File: src/rtl/rv32i_pkg.sv
// ============================================================================
//  Module      : rv32i_pkg
//  Description : Shared RV32I definitions for the load/store unit. Holds the
//                funct3 load/store encodings, the LSU state enum and a helper
//                that classifies illegal load/store encodings.
//  Revision    : 1.0 - initial release
// ============================================================================
`default_nettype none

package rv32i_pkg;

    // Load encodings (funct3)
    localparam logic [2:0] F3_LB  = 3'b000;
    localparam logic [2:0] F3_LH  = 3'b001;
    localparam logic [2:0] F3_LW  = 3'b010;
    localparam logic [2:0] F3_LBU = 3'b100;
    localparam logic [2:0] F3_LHU = 3'b101;

    // Store encodings (funct3)
    localparam logic [2:0] F3_SB  = 3'b000;
    localparam logic [2:0] F3_SH  = 3'b001;
    localparam logic [2:0] F3_SW  = 3'b010;

    // LSU control states
    typedef enum logic [1:0] {
        LSU_IDLE   = 2'd0,
        LSU_ACCESS = 2'd1,
        LSU_DONE   = 2'd2
    } lsu_state_t;

    // Encodings that never name a real access, independent of alignment.
    function automatic logic lsu_illegal_f3(input logic is_store, input logic [2:0] funct3);
        if (is_store)
            return funct3[2] || (funct3 == 3'b011);
        else
            return (funct3 == 3'b011) || (funct3 == 3'b110) || (funct3 == 3'b111);
    endfunction

endpackage

`default_nettype wire

File: src/rtl/lsu_align.sv
// ============================================================================
//  Module      : lsu_align
//  Description : Combinational lane logic for the LSU. Steers store data onto
//                byte lanes with matching byte enables, and selects plus
//                sign/zero-extends the addressed byte/half/word of read data.
//  Revision    : 1.0 - initial release
// ============================================================================
`default_nettype none

module lsu_align
    import rv32i_pkg::*;
(
    input  logic [2:0]  st_funct3,
    input  logic [1:0]  st_addr_lo,
    input  logic [31:0] store_data,
    output logic [3:0]  st_be,
    output logic [31:0] st_wdata,
    input  logic [2:0]  ld_funct3,
    input  logic [1:0]  ld_addr_lo,
    input  logic [31:0] mem_rdata,
    output logic [31:0] ld_data
);

    logic [31:0] rdata_shifted;
    logic [7:0]  ld_byte;
    logic [15:0] ld_half;

    // Store steering: replicate the operand across lanes, enable only the target bytes.
    always_comb begin
        st_be    = 4'b0000;
        st_wdata = 32'h0000_0000;
        case (st_funct3)
            F3_SB: begin
                st_be    = 4'b0001 << st_addr_lo;
                st_wdata = {4{store_data[7:0]}};
            end
            F3_SH: begin
                st_be    = st_addr_lo[1] ? 4'b1100 : 4'b0011;
                st_wdata = {2{store_data[15:0]}};
            end
            F3_SW: begin
                st_be    = 4'b1111;
                st_wdata = store_data;
            end
            default: begin
                st_be    = 4'b0000;
                st_wdata = 32'h0000_0000;
            end
        endcase
    end

    // Load formatting: pick the addressed lane, then extend per access type.
    always_comb begin
        rdata_shifted = mem_rdata >> {ld_addr_lo, 3'b000};
        ld_byte       = rdata_shifted[7:0];
        ld_half       = ld_addr_lo[1] ? mem_rdata[31:16] : mem_rdata[15:0];
        ld_data       = 32'h0000_0000;
        case (ld_funct3)
            F3_LB:   ld_data = {{24{ld_byte[7]}}, ld_byte};
            F3_LBU:  ld_data = {24'h00_0000, ld_byte};
            F3_LH:   ld_data = {{16{ld_half[15]}}, ld_half};
            F3_LHU:  ld_data = {16'h0000, ld_half};
            F3_LW:   ld_data = mem_rdata;
            default: ld_data = 32'h0000_0000;
        endcase
    end

endmodule

`default_nettype wire

File: src/rtl/lsu.sv
// ============================================================================
//  Module      : lsu
//  Description : RV32I load/store unit. Single-outstanding req/ack access to
//                data memory with a bounded wait and fault reporting.
//                Optional macro LSU_MISALIGN_TRAP_EN: when defined, misaligned
//                half/word accesses fault without issuing a memory request;
//                otherwise the low address bits are truncated.
//  Revision    : 1.0 - initial release
// ============================================================================
`default_nettype none

module lsu
    import rv32i_pkg::*;
#(
    parameter int WAIT_LIMIT = 255
) (
    input  logic        clk,
    input  logic        rst,
    input  logic        start,
    input  logic        is_store,
    input  logic [2:0]  funct3,
    input  logic [31:0] addr,
    input  logic [31:0] store_data,
    output logic [31:0] rd_data,
    output logic        done,
    output logic        fault,
    output logic        busy,
    output logic        mem_req,
    output logic        mem_we,
    output logic [31:0] mem_addr,
    output logic [3:0]  mem_be,
    output logic [31:0] mem_wdata,
    input  logic [31:0] mem_rdata,
    input  logic        mem_ack
);

    // Counter value seen in the last permitted wait cycle.
    localparam logic [7:0] C_LAST_WAIT = 8'(WAIT_LIMIT - 1);

    lsu_state_t  state_q, state_d;
    logic        is_store_q, is_store_d;
    logic [2:0]  funct3_q, funct3_d;
    logic [1:0]  lane_q, lane_d;
    logic [31:0] mem_addr_q, mem_addr_d;
    logic [3:0]  mem_be_q, mem_be_d;
    logic [31:0] mem_wdata_q, mem_wdata_d;
    logic [7:0]  wait_cnt_q, wait_cnt_d;
    logic [31:0] rd_data_q, rd_data_d;
    logic        fault_q, fault_d;

    logic [3:0]  w_st_be;
    logic [31:0] w_st_wdata;
    logic [31:0] w_ld_data;
    logic        w_misalign;
    logic        w_reject;

    lsu_align u_align (
        .st_funct3  (funct3),
        .st_addr_lo (addr[1:0]),
        .store_data (store_data),
        .st_be      (w_st_be),
        .st_wdata   (w_st_wdata),
        .ld_funct3  (funct3_q),
        .ld_addr_lo (lane_q),
        .mem_rdata  (mem_rdata),
        .ld_data    (w_ld_data)
    );

`ifdef LSU_MISALIGN_TRAP_EN
    assign w_misalign = ((funct3[1:0] == 2'b01) && addr[0]) ||
                        ((funct3[1:0] == 2'b10) && (addr[1:0] != 2'b00));
`else
    assign w_misalign = 1'b0;
`endif

    assign w_reject = lsu_illegal_f3(is_store, funct3) || w_misalign;

    // Outputs decoded from state; request drops as soon as state resets.
    assign busy      = (state_q != LSU_IDLE);
    assign mem_req   = (state_q == LSU_ACCESS);
    assign done      = (state_q == LSU_DONE);
    assign mem_we    = mem_req && is_store_q;
    assign mem_addr  = mem_addr_q;
    assign mem_be    = mem_be_q;
    assign mem_wdata = mem_wdata_q;
    assign rd_data   = rd_data_q;
    assign fault     = fault_q;

    // Next-state logic: accept in IDLE, wait for ack or timeout in ACCESS, pulse DONE.
    always_comb begin
        state_d     = state_q;
        is_store_d  = is_store_q;
        funct3_d    = funct3_q;
        lane_d      = lane_q;
        mem_addr_d  = mem_addr_q;
        mem_be_d    = mem_be_q;
        mem_wdata_d = mem_wdata_q;
        wait_cnt_d  = wait_cnt_q;
        rd_data_d   = rd_data_q;
        fault_d     = fault_q;
        case (state_q)
            LSU_IDLE: begin
                if (start) begin
                    if (w_reject) begin
                        fault_d   = 1'b1;
                        rd_data_d = 32'h0000_0000;
                        state_d   = LSU_DONE;
                    end else begin
                        is_store_d  = is_store;
                        funct3_d    = funct3;
                        lane_d      = addr[1:0];
                        mem_addr_d  = {addr[31:2], 2'b00};
                        mem_be_d    = is_store ? w_st_be : 4'b1111;
                        mem_wdata_d = is_store ? w_st_wdata : 32'h0000_0000;
                        wait_cnt_d  = 8'd0;
                        state_d     = LSU_ACCESS;
                    end
                end
            end
            LSU_ACCESS: begin
                // An ack in the final wait cycle still completes cleanly.
                if (mem_ack) begin
                    rd_data_d = is_store_q ? 32'h0000_0000 : w_ld_data;
                    fault_d   = 1'b0;
                    state_d   = LSU_DONE;
                end else if (wait_cnt_q == C_LAST_WAIT) begin
                    rd_data_d = 32'h0000_0000;
                    fault_d   = 1'b1;
                    state_d   = LSU_DONE;
                end else begin
                    wait_cnt_d = wait_cnt_q + 8'd1;
                end
            end
            LSU_DONE: begin
                state_d = LSU_IDLE;
            end
            default: begin
                state_d = LSU_IDLE;
            end
        endcase
    end

    // State and datapath registers with asynchronous reset.
    always_ff @(posedge clk or posedge rst) begin
        if (rst) begin
            state_q     <= LSU_IDLE;
            is_store_q  <= 1'b0;
            funct3_q    <= 3'b000;
            lane_q      <= 2'b00;
            mem_addr_q  <= 32'h0000_0000;
            mem_be_q    <= 4'b0000;
            mem_wdata_q <= 32'h0000_0000;
            wait_cnt_q  <= 8'd0;
            rd_data_q   <= 32'h0000_0000;
            fault_q     <= 1'b0;
        end else begin
            state_q     <= state_d;
            is_store_q  <= is_store_d;
            funct3_q    <= funct3_d;
            lane_q      <= lane_d;
            mem_addr_q  <= mem_addr_d;
            mem_be_q    <= mem_be_d;
            mem_wdata_q <= mem_wdata_d;
            wait_cnt_q  <= wait_cnt_d;
            rd_data_q   <= rd_data_d;
            fault_q     <= fault_d;
        end
    end

endmodule

`default_nettype wire

File: config.mk
export PLATFORM = sky130hd
export DESIGN_NAME = lsu
export DESIGN_NICKNAME = d
export VERILOG_FILES = /design/src/rtl/rv32i_pkg.sv /design/src/rtl/lsu_align.sv /design/src/rtl/lsu.sv
export SDC_FILE = /design/constraint.sdc
export NUM_CORES = 1
export LEC_CHECK = 0
export ABC_CLOCK_PERIOD_IN_PS = 9600
export CELL_PAD_IN_SITES_DETAIL_PLACEMENT = 1
export CELL_PAD_IN_SITES_GLOBAL_PLACEMENT = 1
export CORE_UTILIZATION = 35
export DETAILED_ROUTE_END_ITERATION = 6
export PLACE_DENSITY = 0.91
export SLEW_MARGIN = 10
export SYNTH_ARGS = -nofsm -noshare
export SYNTH_HDL_FRONTEND = slang
export SYNTH_SLANG_ARGS = --single-unit
File: constraint.sdc
create_clock -name clk -period 9.6 [get_ports clk]
set_input_delay 1.44 -clock clk [delete_from_list [all_inputs] [get_ports clk]]
set_output_delay 1.44 -clock clk [all_outputs]
set_load 0.05 [all_outputs]
==> flow_summary.json <==
{
  "cp.required_ns": 9.92,
  "finalWeightedCongestion": 0.900,
  "design_area_sq_mm": 0.00812,
  "grt_pass1_vias": 5837,
  "crit_path_top_delay_cell": "and3_2",
  "yosys_warnings": 0,
  "vdd_drop_max_uv": 160,
  "path_cells": "clkdlybuf4s50_1 -> a21oi_1 -> or2_1 -> and3_2 -> nand2_1 -> o21ai_0",
  "end_kind": "flip-flop",
  "avgSynthCellArea_sq_um": 9.21,
  "drc_errors": 0,
  "layout-drive-gt1-share_pct": 6.27,
  "postCtsHoldBufs": 0,
  "path_clk_slew_ns": 0.06,
  "fp-row-count": 44,
  "clock.fmax_ghz": 0.241,
  "final_cell_mix": "206 x clkdlybuf4s50_1, 176 x nand2_1, 115 x dfrtp_1",
  "die_area_sq_mm": 0.0159,
  "antenna_found_initial": 0,
  "fillerInstances": 1639,
  "grt_usage_pct": 25.6,
  "clk_latency_ns": 0.42,
  "hpwl_mm": 13.4,
  "worst-r2r-cell-count": 4,
  "finalSetupTns_ns": 0,
  "antenna_left": 0,
  "cts_root_buffer": "clkbuf_16",
  "post_drt_wl_per_cell_um": 20.2,
  "antenna_cells": 0,
  "final_common_cell": "clkdlybuf4s50_1",
  "firstDrtPassIters": 5,
  "fin_cells": 965,
  "path_delay_family": "simple AND/OR/NAND/NOR gates",
  "drv_slew": 0,
  "initial_core_util_pct": 36.5,
  "syn_area_sq_mm": 0.00538,
  "viasPerCell": 5.51,
  "power_mw": 2.55,
  "worstSetupStartpointType": "primary input",
  "finalSetupViolCount": 0,
  "arrival_ns": 4.47,
  "die_height_um": 126,
  "skew_ns": 0.00786,
  "syn_inst": 584,
  "worstSetupPathType": "primary input to flip-flop",
  "final.period_utilization_pct": 43.2,
  "area_growth_syn_to_layout_pct": 51.0,
  "worstHoldPathType": "flip-flop to flip-flop",
  "dpl_worst_slack_ns": 5.07,
  "tritoncts": "done",
  "synth-async-reset-ratio_pct": 100,
  "dr_total_vias": 5314,
  "holdPathStages": 2,
  "overflow": 0,
  "cts.repair.resized": 0,
  "slew_headroom_pct": 21.7,
  "synth_seq_cells": 115,
  "fin_crit_ns": 4.15,
  "seq_area_frac_synth_pct": 53.5,
  "p_leak_nw": 3.47,
  "crit_start": "funct3[0]",
  "clockBufferDepth": 2,
  "hold_viol_final": 0,
  "grt_pass1_wl_mm": 31.4,
  "utilization_pct": 55.1,
  "cap_viol_max_count": 0,
  "cts_buffers": 17,
  "multi_input_area_sq_mm": 0.00227,
  "synth_top_area_cell": "dfrtp_1",
  "grt_setup_unrepaired": "false",
  "drt_iter0_drc": 298,
  "holdWs_ns": 0.469,
  "htree_levels": 4,
  "critical_path_buf_inv_count": 1,
  "seq_area_sq_mm": 0.00288,
  "critical_path_depth": 6,
  "regToRegStartpoint": "state_q[0]$_DFFE_PP0P_",
  "ys_types": 43,
  "numPortBuffers": 206,
  "status": "finished clean",
  "dpl.cell_count": 934,
  "nNetsFinal": 875,
  "hold_start": "mem_addr[14]$_DFFE_PP0P_",
  "io_pins": 209,
  "placed_area_sq_mm": 0.00751,
  "core_sq_mm": 0.0148,
  "clock_sinks": 115,
  "netlist_top_cells_area": "dfrtp_1 54%, nand2_1 12%, o2bb2ai_1 5.4%",
  "wl_mm": 19.5,
  "critPathMaxFanout": 67,
  "fin_ws_ns": 5.45,
  "synth_edf_count": 0,
  "cts_setup_buffers": 0,
  "synth.top_cell.area_share_pct": 53.5,
  "slowest_delay_ns": 1.00,
  "die_w_um": 126,
  "p_per_area_mw_per_mm2": 314,
  "worstMarginPinSlew_ns": 1.17,
  "ys.flop_type": "dfrtp_1",
  "grt_max_degree": 85
}
[routing by layer]
metal  vias up  track usage, %  wire length (um)
met5         -               0                 0
met3        41            9.43              1740
li1       2400               -                 -
met4         0            9.43               478
met1      2629            28.5              7510
met2       244            44.8              9760
[sequential cells by signal (all words and copies together), names as in the netlist]
| register | flops |
|---|---|
| mem_be | 4 |
| rd_data | 32 |
| funct3_q | 3 |
| is_store_q | 1 |
| lane_q | 2 |
| fault | 1 |
| state_q | 2 |
| mem_wdata | 32 |
| mem_addr | 30 |
| wait_cnt_q | 8 |
[area by class of cell]
| type | count | share of cell area [%] |
|---|---|---|
| flip-flops and latches | 115 | 35.4 |
| clock inverters | 10 | 1.93 |
| multi-input cells | 415 | 27.9 |
| inverters | 10 | 0.493 |
| well taps | 184 | 2.83 |
| repair buffers | 210 | 25.8 |
| clock buffers | 21 | 5.67 |
[final timing paths]
path,to,slack [ns]
hold reg to reg,mem_addr[14]$_DFFE_PP0P_,0.47
setup reg to reg,mem_wdata[11]$_DFFE_PP0P_,7.22
setup / recovery,mem_wdata[11]$_DFFE_PP0P_,5.45
max in group asynchronous,rd_data[17]$_DFFE_PP0P_,6.86
hold / removal,mem_addr[14]$_DFFE_PP0P_,0.47
min in group asynchronous,mem_addr[16]$_DFFE_PP0P_,1.54
[logic make-up after synthesis]
logic type / after synthesis / synth area share [%]
buf+inv: 55 / 4.70
fa+ha+maj: 2 / 0.465
compound gates: 169 / 20.4
flops: 115 / 53.5
mux: 10 / 2.28
simple gates: 232 / 18.6
other cells: 1 / 0.0697
[where the power goes]
part	internal [mW]	leakage, nW	switching (mW)
Sequential	0.622	1.51	0.106
Clock	0.445	0.303	0.225
Combinational	0.386	1.66	0.767
Total	1.45	3.47	1.10
[synthesized netlist by cell type (3+ instances only)]
master	number
nand2b_1	4
dfrtp_1	115
a21oi_1	47
or3_1	3
nand2_1	176
clkbuf_1	23
nor2b_1	15
o31ai_1	11
mux2_2	8
a31oi_1	4
o21ai_0	51
a222oi_1	7
nor3_1	3
or4_1	3
buf_1	5
o2bb2ai_1	33
inv_1	10
nand3_1	4
a221oi_1	9
buf_2	12
nor2_1	14
[worst register-to-register path, cell delays in order (launching register included)]
cell     delay, ns
dfrtp_1       0.47
nor2_1        0.33
and3_2        1.04
nand2_1       0.23
o21ai_0       0.23
No activity file was read; power rests on OpenSTA's default activity.
